### src/rtl/bt_uart_tx.sv
// bt_uart_tx: 8N1 UART transmitter with a small write FIFO for the Bluetooth return link.
module bt_uart_tx #(
    parameter int BPS   = 10417,
    parameter int DEPTH = 4
) (
    input  logic                       clk,
    input  logic                       rst,
    input  logic                       wr_en,
    input  logic [7:0]                 wr_data,
    output logic                       tx,
    output logic                       busy,
    output logic                       full,
    output logic                       empty,
    output logic [$clog2(DEPTH):0]     level,
    output logic                       overflow
);
    localparam int AW = $clog2(DEPTH);
    localparam int LW = AW + 1;
    localparam int CW = $clog2(BPS);

    typedef enum logic [1:0] {IDLE, START, DATA, STOP} state_t;

    state_t          state, state_n;
    logic [CW-1:0]   cnt, cnt_n;
    logic [2:0]      idx, idx_n;
    logic [7:0]      sh, sh_n;
    logic            tx_n;
    logic            pop, push, last;
    logic [7:0]      mem [DEPTH];
    logic [AW-1:0]   wp, rp;

    assign full  = level == LW'(DEPTH);
    assign empty = level == '0;
    assign push  = wr_en && !full;
    assign last  = cnt == CW'(BPS - 1);

    // FIFO storage; only written on accepted pushes, so no reset needed
    always_ff @(posedge clk)
        if (push) mem[wp] <= wr_data;

    // FIFO pointers, level and overflow pulse
    always_ff @(posedge clk)
        if (rst) begin
            wp       <= '0;
            rp       <= '0;
            level    <= '0;
            overflow <= 1'b0;
        end else begin
            wp       <= push ? wp + 1'b1 : wp;
            rp       <= pop ? rp + 1'b1 : rp;
            level    <= level + LW'(push) - LW'(pop);
            overflow <= wr_en && full;
        end

    // FSM state register with registered tx and busy
    always_ff @(posedge clk)
        if (rst) begin
            state <= IDLE;
            cnt   <= '0;
            idx   <= '0;
            sh    <= '0;
            tx    <= 1'b1;
            busy  <= 1'b0;
        end else begin
            state <= state_n;
            cnt   <= cnt_n;
            idx   <= idx_n;
            sh    <= sh_n;
            tx    <= tx_n;
            busy  <= state_n != IDLE;
        end

    // Next-state logic: each bit lasts exactly BPS cycles, STOP chains straight into START
    always_comb begin
        state_n = state;
        cnt_n   = cnt + 1'b1;
        idx_n   = idx;
        sh_n    = sh;
        tx_n    = tx;
        pop     = 1'b0;
        case (state)
            IDLE: begin
                cnt_n = '0;
                if (!empty) begin
                    pop     = 1'b1;
                    sh_n    = mem[rp];
                    state_n = START;
                    tx_n    = 1'b0;
                end
            end
            START:
                if (last) begin
                    cnt_n   = '0;
                    idx_n   = '0;
                    state_n = DATA;
                    tx_n    = sh[0];
                end
            DATA:
                if (last) begin
                    cnt_n = '0;
                    if (idx != 3'd7) begin
                        sh_n  = {1'b0, sh[7:1]};
                        idx_n = idx + 3'd1;
                        tx_n  = sh[1];
                    end else begin
                        state_n = STOP;
                        tx_n    = 1'b1;
                    end
                end
            default:
                if (last) begin
                    cnt_n   = '0;
                    pop     = !empty;
                    sh_n    = empty ? sh : mem[rp];
                    state_n = empty ? IDLE : START;
                    tx_n    = empty;
                end
        endcase
    end
endmodule

### config.mk
export PLATFORM = sky130hd
export DESIGN_NAME = bt_uart_tx
export DESIGN_NICKNAME = d
export VERILOG_FILES = /design/src/rtl/bt_uart_tx.sv
export SDC_FILE = /design/constraint.sdc
export NUM_CORES = 1
export LEC_CHECK = 0
export ABC_AREA = 1
export BUFFER_PORTS_ARGS = -buffer_cell sky130_fd_sc_hd__buf_2
export CAP_MARGIN = 20
export CORE_AREA = 3 3 83 85
export CTS_CLUSTER_SIZE = 28
export DETAILED_ROUTE_END_ITERATION = 7
export DIE_AREA = 0 0 86 88
export PLACE_DENSITY = 0.69
export RECOVER_POWER = 100
export SLEW_MARGIN = 5
export SYNTH_ARGS = -nofsm -noshare
export SYNTH_HDL_FRONTEND = slang
export SYNTH_SLANG_ARGS = --single-unit
### constraint.sdc
create_clock -name clk -period 2.07 [get_ports clk]
set_input_delay 0.414 -clock clk [delete_from_list [all_inputs] [get_ports clk]]
set_output_delay 0.414 -clock clk [all_outputs]
set_load 0.02 [all_outputs]
==> results of run 1 <==
-- power by group --
group	internal, mW	switching [mW]	leakage, nW	total [mW]
clock	0.668	0.519	0.102	1.19
sequential	1.71	0.126	0.612	1.83
combinational	0.527	0.940	0.900	1.47
total	2.90	1.59	1.61	4.49
-- per-layer routing --
| layer | vias up | global-route usage, % | wire (um) |
|---|---|---|---|
| met5 | - | 0 | 0 |
| li1 | 1333 | - | - |
| met4 | 0 | 9.06 | 125 |
| met3 | 11 | 3.20 | 167 |
| met1 | 1182 | 24.1 | 3070 |
| met2 | 33 | 28.3 | 2960 |
-- synthesized netlist by cell type, drive strengths merged --
cell	instances	share of area, %
a21oi	13	2.3
a31oi	1	0.19
buf	8	1.8
clkbuf	2	0.23
dfxtp	39	24
edfxtp	32	29
fa	1	0.60
ha	9	3.4
inv	47	5.3
nand2	105	13
nand3	18	2.7
nand3b	1	0.23
nand4	5	0.94
nor2	80	9.7
nor3	6	1.1
nor3b	1	0.23
o211ai	1	0.23
o21ai	20	3.0
or2	2	0.38
xnor2	4	1.1
xor2	4	1.1
-- critical path: cells and delay by family (launching register included) --
kind | cells | cell delay [ps]
xor gates and xnor gates | 1 | 160
adders and majority gates | 3 | 740
buffers and inverters | 2 | 80
DFF | 1 | 330
and+or+nand+nor | 8 | 490
-- area by class of cell --
| type | count | area share [%] |
|---|---|---|
| Clock buffer | 9 | 3.28 |
| Clock inverter | 7 | 2.32 |
| Inverter | 47 | 4.68 |
| Multi-Input combinational cell | 271 | 35.6 |
| Sequential cell | 71 | 46.2 |
| Tap cell | 77 | 2.55 |
| Timing Repair Buffer | 36 | 5.41 |
-- cells in the final DEF (no fill, tap or decap), types with 12 or more instances in the layout --
| cell type | netlist | layout |
|---|---|---|
| clkbuf_1 | 2 | 15 |
| nand3_1 | 18 | 17 |
| nand2_1 | 97 | 95 |
| a21oi_1 | 12 | 12 |
| nor2_1 | 76 | 76 |
| inv_1 | 42 | 42 |
| dfxtp_1 | 39 | 38 |
| o21ai_0 | 19 | 19 |
| buf_4 | 0 | 17 |
| edfxtp_1 | 32 | 32 |
-- stage by stage --
step / cells / hold WS [ps] / total power, mW
6_report: 518 / 339 / 4.49
5_1_grt: 518 / 334 / 4.83
4_1_cts: 518 / 274 / 4.53
3_5_place_dp: 502 / 482 / 3.35
3_3_place_gp: 502 / 465 / 3.31
2_1_floorplan: 399 / 430 / 2.95
-- kinds of logic after synthesis --
| family | count (synthesis) | share of synthesized area [%] |
|---|---|---|
| fa+ha+maj | 10 | 4.00 |
| simple gates | 218 | 28.3 |
| buf+inv | 57 | 7.32 |
| flops | 71 | 52.5 |
| xor+xnor | 8 | 2.11 |
| compound gates | 35 | 5.74 |
-- registers in the layout, summed over array words and instances, names as in the netlist, named ones only --
register  cells
busy          1
cnt          14
idx           3
level         3
mem          32
overflow      1
rp            2
sh            8
state         2
tx            1
wp            2
-- path summary, 6_finish.rpt --
path,cells after the start,end,startpoint,slack (ps)
max,14,level[2],cnt[0],160
min,1,mem[0][7],wr_data[7],340
max reg2reg,14,level[2],cnt[0],160
min reg2reg,2,cnt[13],cnt[13],490
==> impl_metrics.ini, run 1 <==
[placement]
hpwl_um = 4420
place_area_mm2 = 0.00357
gp_routability_congestion = 0.770
portBuffers = 18
pre_cts_ws_ps = 45.6

[power_and_ir_drop]
power_density_mw_per_mm2 = 1190
ir_drop_uv = 643
p_leak_nw = 1.61

[clocking]
cts_tree = yes
numCtsBuffers = 9
cts.repair.resized = 0
clockBufferDepth = 2
cts_setup_buffers = 0
clockRootBuffer = clkbuf_8
clkTransAtPathRegs_ps = 80
htreeDepth = 3
clock_latency_ps = 340
hold_buffers = 0
clock-sinks = 71

[floorplan]
ios = 19
rows = 29
initial_core_util_pct = 52.8
die_width_um = 86
die_y_um = 88
core_area_mm2 = 0.00628
die_area_mm2 = 0.00757

[grt]
antenna_found_initial = 0
grt_pass1_vias = 2287
grt_pass1_wl_um = 10600
grt_use_total_pct = 18.0
grt_max_degree = 17
overflow = 0

[sta]
tightest_slew_ps = 426
slew_violations = 0
fin_ws_ps = 157
fmaxAchievable_mhz = 523
hold_violations = 0
rsz0062_at_grt = false
finalCritPeriodShare_pct = 92.4
max_slew_margin_pct = 71.6
fin_setup_tns_ps = 0
min_period_ps = 1910
setup_viol = 0
clock_skew_ps = 9.39

[routing]
via_per_inst = 4.94
ant_nets = 0
wl_per_cell_um = 12.2
drt_iter0_drc = 171
vias = 2559
drt-total-wl_um = 6330
drt-pass1-iter-count = 4
drc_errors = 0

[worst_setup_path]
critical_path_arrival_ps = 2150
required_ps = 2310
cp-end-kind = flip-flop
path_cells = inv_1 > ha_1 > nand2_1 > inv_2 > nand2_2 > nor2_4 > nand3_2 > nand2_2 > nand2_2 > nand2_1 > ha_1 > fa_1 > xnor2_1 > nor2_1
critPathKind = reg2reg
critPathMostFrequentCell = nand2_2
cp-start-kind = flip-flop
slowest_delay_ps = 370
crit_fanout = 3
slowest_stage = fa_1

[cells_and_area]
final_core_util_pct = 60.1
design_area_mm2 = 0.00377
antenna_cells = 0
ff_latch_area_mm2 = 0.00174
nNetsFinal = 457
drive_above_1_share_pct = 13.2
area_growth_pct = 13.8
fillers = 548
multiInputGateArea_mm2 = 0.00134

[run_status]
status = completed

[logic_synthesis]
ys.warnings.count = 0
syn_avg_cell_area_um2 = 8.31
syn-instance-count = 399
synth_area_mm2 = 0.00332
post_synth_num_cell_types = 31
ys_seq_area_share_pct = 52.5
synth.net_count = 420
ys_ff_latch = 71

[job]
maxCapViolCount = 0

[worst_hold_path]
hp-class = in2reg
Note: power is estimated with default switching activity, not from simulation.
==> run 2, diff against run 1 <==
==> constraint.sdc (replaced) <==
create_clock -name clk -period 1.6 [get_ports clk]
set_input_delay 0.32 -clock clk [delete_from_list [all_inputs] [get_ports clk]]
set_output_delay 0.32 -clock clk [all_outputs]
set_load 0.02 [all_outputs]
==> run 2 against run 1 <==
Effect of this change:
- the flow now finishes with violations (setup timing)
- combinational power up 67%
- core utilization up 6.7 points
- total power up 42%
- flip-flop and latch count unchanged
- global-route usage up 1.7 points
- count of clock-buffer cells in the layout up 1
- final cell count up 6.8%
- register-to-register slack worse by 450 ps
- critical path type unchanged
- clock skew down 3.2 ps
==> impl_metrics.ini, run 2 (synthesis gave the netlist of run 1 again) <==
[floorplan]
ios = 19
die_width_um = 86
core_area_mm2 = 0.00628
initial_core_util_pct = 52.8
rows = 29
die_y_um = 88
die_area_mm2 = 0.00757

[cells_and_area]
area_growth_pct = 26.5
final_core_util_pct = 66.8
design_area_mm2 = 0.00420
top_regs = mem: 32 flops, cnt: 14 flops, sh: 8 flops
multiInputGateArea_mm2 = 0.00147
drive_above_1_share_pct = 25.0
fillers = 494
nNetsFinal = 492
final_common_cell = nand2_1
regMostFlops = mem
ff_latch_area_mm2 = 0.00174
antenna_cells = 0
layout_common_cells = nand2_1, nor2_1, buf_4
largest_reg_flops = 32

[power_and_ir_drop]
power_frac_comb_pct = 38.7
p_leak_nw = 1.80
p_total_mw = 6.35
power_density_mw_per_mm2 = 1510
power_frac_clock_pct = 24.2
pwr-share-seq_pct = 37.2
p_int_mw = 4.07
p_sw_mw = 2.28
ir_drop_uv = 963
p_sw_share_pct = 35.9

[worst_setup_path]
ff2ff_setup_slack_ps = -300
path_cells = inv_2 > ha_4 > nand2_2 > inv_2 > nand2_2 > nor2_4 > nand3_2 > nand2_2 > nand2_2 > nand2_1 > ha_2 > fa_2 > inv_2 > nor2_2
slowest_delay_ps = 430
slowest_stage = fa_2
crit_fanout = 3
cp-end-kind = flip-flop
reg2reg_from = cnt[0]
required_ps = 1830
r2r_cells = 14
critPathKind = reg2reg
r2r-end = level[1]
critical_path_arrival_ps = 2130
cp-start-kind = flip-flop
critPathMostFrequentCell = nand2_2

[placement]
hpwl_um = 4720
place_area_mm2 = 0.00378
gp_routability_congestion = 0.803
portBuffers = 18
pre_cts_ws_ps = -321

[sta]
max_slew_margin_pct = 73.4
setup_viol = 9
fmaxAchievable_mhz = 527
slew_violations = 0
finalCritPeriodShare_pct = 119
min_period_ps = 1900
rsz0062_at_grt = true
fin_setup_tns_ps = -1400
clock_skew_ps = 6.16
hold_violations = 0
fin_ws_ps = -297
tightest_slew_ps = 398

[clocking]
cts_tree = yes
clockBufferDepth = 2
clockRootBuffer = clkbuf_8
numCtsBuffers = 9
clkTransAtPathRegs_ps = 80
clock-sinks = 71
clock_latency_ps = 340
htreeDepth = 3
hold_buffers = 0

[routing]
drt-total-wl_um = 6920
via_per_inst = 4.88
vias = 2698
wl_per_cell_um = 12.5
ant_nets = 0
drc_errors = 0
drt-pass1-iter-count = 4
drt_iter0_drc = 159

[run_status]
violations = setup timing
status = finished with violations

[worst_hold_path]
min-delay-start = wr_data[0]
hp-class = in2reg
min_path_cells = 1
hold_end = mem[2][0]

[grt]
grt_pass1_vias = 2558
grt_pass1_wl_um = 11500
grt_max_degree = 17
grt_use_total_pct = 19.8
overflow = 0
antenna_found_initial = 0

[job]
maxCapViolCount = 0
-- run 2: cell count changes in the layout (fill, tap and decap cells not counted), sizes merged --
cell / before / now
buf: 21 / 55
clkbuf: 24 / 25
clkinv: 4 / 3
nand2: 105 / 106
-- run 2: power by group through the flow --
stage | Sequential, mW | Clock (mW) | Combinational (mW)
2_1_floorplan | 2.44 | 0 | 1.39
3_3_place_gp | 2.38 | 0 | 2.04
3_5_place_dp | 2.39 | 0 | 2.11
4_1_cts | 2.36 | 1.57 | 2.23
5_1_grt | 2.40 | 1.66 | 2.77
6_report | 2.36 | 1.54 | 2.46
-- run 2: repair_timing --
action | in CTS | in global routing
gates resized for setup | 20 | 21
cloned | 0 | 1
endpoints found under the setup margin | 5 | 29
buffers inserted | 8 | 3
pin swaps | 5 | 10
-- run 2: worst max path at each step --
stage                start        to  slack (ps)  cells after the start
finish              cnt[0]  level[1]        -300                     14
global route        cnt[1]  level[2]        -430                     13
CTS                 cnt[0]  level[1]        -270                     13
detailed placement  cnt[1]  level[2]        -320                     14
global placement    cnt[0]  level[2]        -250                     14
floorplan           cnt[0]  level[2]        -290                     14
-- run 2: cell type report --
type	count	share of cell area, %
inverter	47	4.26
multi-input combinational	272	35.1
clock buffer	10	3.04
tap	77	2.30
sequential	71	41.6
timing repair buffer	70	11.7
clock inverter	6	2.03
-- run 2: worst max-delay path: cells and delay by family, from the launching register on --
kind | cells | cell delay, ps
adders and majority gates | 3 | 720
and+or+nand+nor | 8 | 550
DFF | 1 | 330
buffers and inverters | 3 | 190
-- run 2: per-layer routing --
layer / track usage (%) / vias up / wire, um
met1: 23.8 / 1239 / 3190
met5: 0 / - / 0
li1: - / 1410 / -
met3: 3.67 / 12 / 193
met4: 11.1 / 0 / 159
met2: 33.5 / 37 / 3380
-- run 2: metrics by stage --
step,instances,hold slack [ps]
finish,553,240
global route,553,246
CTS,551,180
detailed placement,527,475
global placement,527,466
floorplan,399,407
==> run 3, diff against run 2 <==
--- a/config.mk
+++ b/config.mk
@@ -14,6 +14,7 @@
 export DIE_AREA = 0 0 86 88
 export PLACE_DENSITY = 0.69
 export RECOVER_POWER = 100
+export SKIP_LAST_GASP = 1
 export SLEW_MARGIN = 5
 export SYNTH_ARGS = -nofsm -noshare
 export SYNTH_HDL_FRONTEND = slang
==> run 3 against run 2 <==
Effect of this change:
- core utilization is 0.36 points higher
- wire length increased by 0.43%
- count of clock-buffer cells in the layout is the same
- via count up 1.3%
- sequential power about the same
- combinational power grew 2%
- the run still ends with setup timing left
- clock power hardly changed
- critical endpoint unchanged
- largest cell class unchanged
==> impl_metrics.ini, run 3 (synthesis gave the netlist of run 1 again) <==
[floorplan]
die_y_um = 88
core_area_mm2 = 0.00628
ios = 19
die_width_um = 86
rows = 29
initial_core_util_pct = 52.8
die_area_mm2 = 0.00757

[cells_and_area]
area_growth_pct = 27.2
largest_reg_flops = 32
antenna_cells = 0
nNetsFinal = 495
final_common_cell = nand2_1
layout_common_cells = nand2_1, nor2_1, buf_4
regMostFlops = mem
design_area_mm2 = 0.00422
top_regs = mem: 32 flops, cnt: 14 flops, sh: 8 flops
drive_above_1_share_pct = 25.7
finalNonFillerCells = 556
fillers = 488

[placement]
gp_routability_congestion = 0.803
hpwl_um = 4720
placed_cells = 527
portBuffers = 18
pre_cts_ws_ps = -321
place_area_mm2 = 0.00378

[sta]
whs_ps = 243
slew_violations = 0
setup_viol = 17
finalCritPeriodShare_pct = 119
hold_violations = 0
tightest_slew_ps = 400
min_period_ps = 1900
fin_setup_tns_ps = -1530
fin_ws_ps = -301
max_slew_margin_pct = 73.3
fmaxAchievable_mhz = 526
rsz0062_at_grt = true
clock_skew_ps = 6.62

[clocking]
clkTransAtPathRegs_ps = 80
htreeDepth = 3
numCtsBuffers = 9
clockBufferDepth = 2
clock-sinks = 71
hold_buffers = 0
clock_latency_ps = 340
clockRootBuffer = clkbuf_8
cts_tree = yes

[grt]
grt_use_total_pct = 19.7
grt_pass1_wl_um = 11500
grt_max_degree = 17
grt_pass1_vias = 2551
antenna_found_initial = 0
overflow = 0

[worst_setup_path]
r2r_cells = 13
critPathTopFamily = adder cells
critPathKind = reg2reg
required_ps = 1880
crit_cells = 13
critical_path_arrival_ps = 2180
path_cells = inv_2 > ha_4 > nand2_2 > inv_2 > nand2_2 > nor2_4 > nand3_2 > nand4_1 > nand2_1 > ha_2 > fa_2 > inv_2 > nor2_2
crit_fanout = 3
critPathBufInv = 3
slowest_delay_ps = 520
slowest_stage = fa_2
cp-start-kind = flip-flop
ff2ff_setup_slack_ps = -300
critPathMostFrequentCell = inv_2
cp-end-kind = flip-flop

[routing]
via_per_inst = 4.92
drt-pass1-iter-count = 4
wl_per_cell_um = 12.5
vias = 2733
drt_iter0_drc = 140
drt-total-wl_um = 6950
drc_errors = 0
ant_nets = 0

[job]
maxCapViolCount = 0

[run_status]
status = finished with violations
violations = setup timing

[worst_hold_path]
min_path_cells = 1
hp-class = in2reg

[power_and_ir_drop]
p_leak_nw = 1.82
power_density_mw_per_mm2 = 1520
ir_drop_uv = 961
## run 3: layer usage
| layer | global-route usage (%) | part of all wire [%] | up-vias |
|---|---|---|---|
| met4 | 11.1 | 2.0 | 0 |
| met1 | 23.8 | 46 | 1258 |
| li1 | - | - | 1416 |
| met2 | 33.4 | 49 | 49 |
| met3 | 3.67 | 2.9 | 10 |
| met5 | 0 | 0 | - |
## run 3: timing repair
action,CTS,global route
gates resized for setup,15,25
gates cloned,0,1
setup buffers,8,7
pin swaps,3,15
endpoints found under the setup margin,5,29
## run 3: power by group
part	total, mW	leakage [nW]	switching, mW	internal, mW
registers	2.36	0.613	0.151	2.21
clock network	1.54	0.104	0.663	0.873
logic	2.50	1.10	1.47	1.03
## run 3: stage by stage
stage          utilization (%)  total power [mW]
2_1_floorplan                -              3.82
5_1_grt                   67.2              6.87
6_report                  67.2              6.40
4_1_cts                   65.3              6.13
3_5_place_dp              60.3              4.50
3_3_place_gp              60.3              4.42
## run 3: path summary, 6_finish.rpt
kind,start,to
worst max-delay path,cnt[0],level[1]
worst min-delay path,wr_data[0],mem[2][0]
worst max register to register,cnt[0],level[1]
worst min register to register,tx,tx
## run 3: area by class of cell
cell class | count | area [um^2] | share of cell area, %
clock inverter | 6 | 85.1 | 2.02
multi-input combinational | 272 | 1460 | 34.6
inverter | 47 | 179 | 4.24
timing repair buffer | 73 | 524 | 12.4
clock buffer | 10 | 128 | 3.03
sequential | 71 | 1740 | 41.4
tap | 77 | 96.3 | 2.28
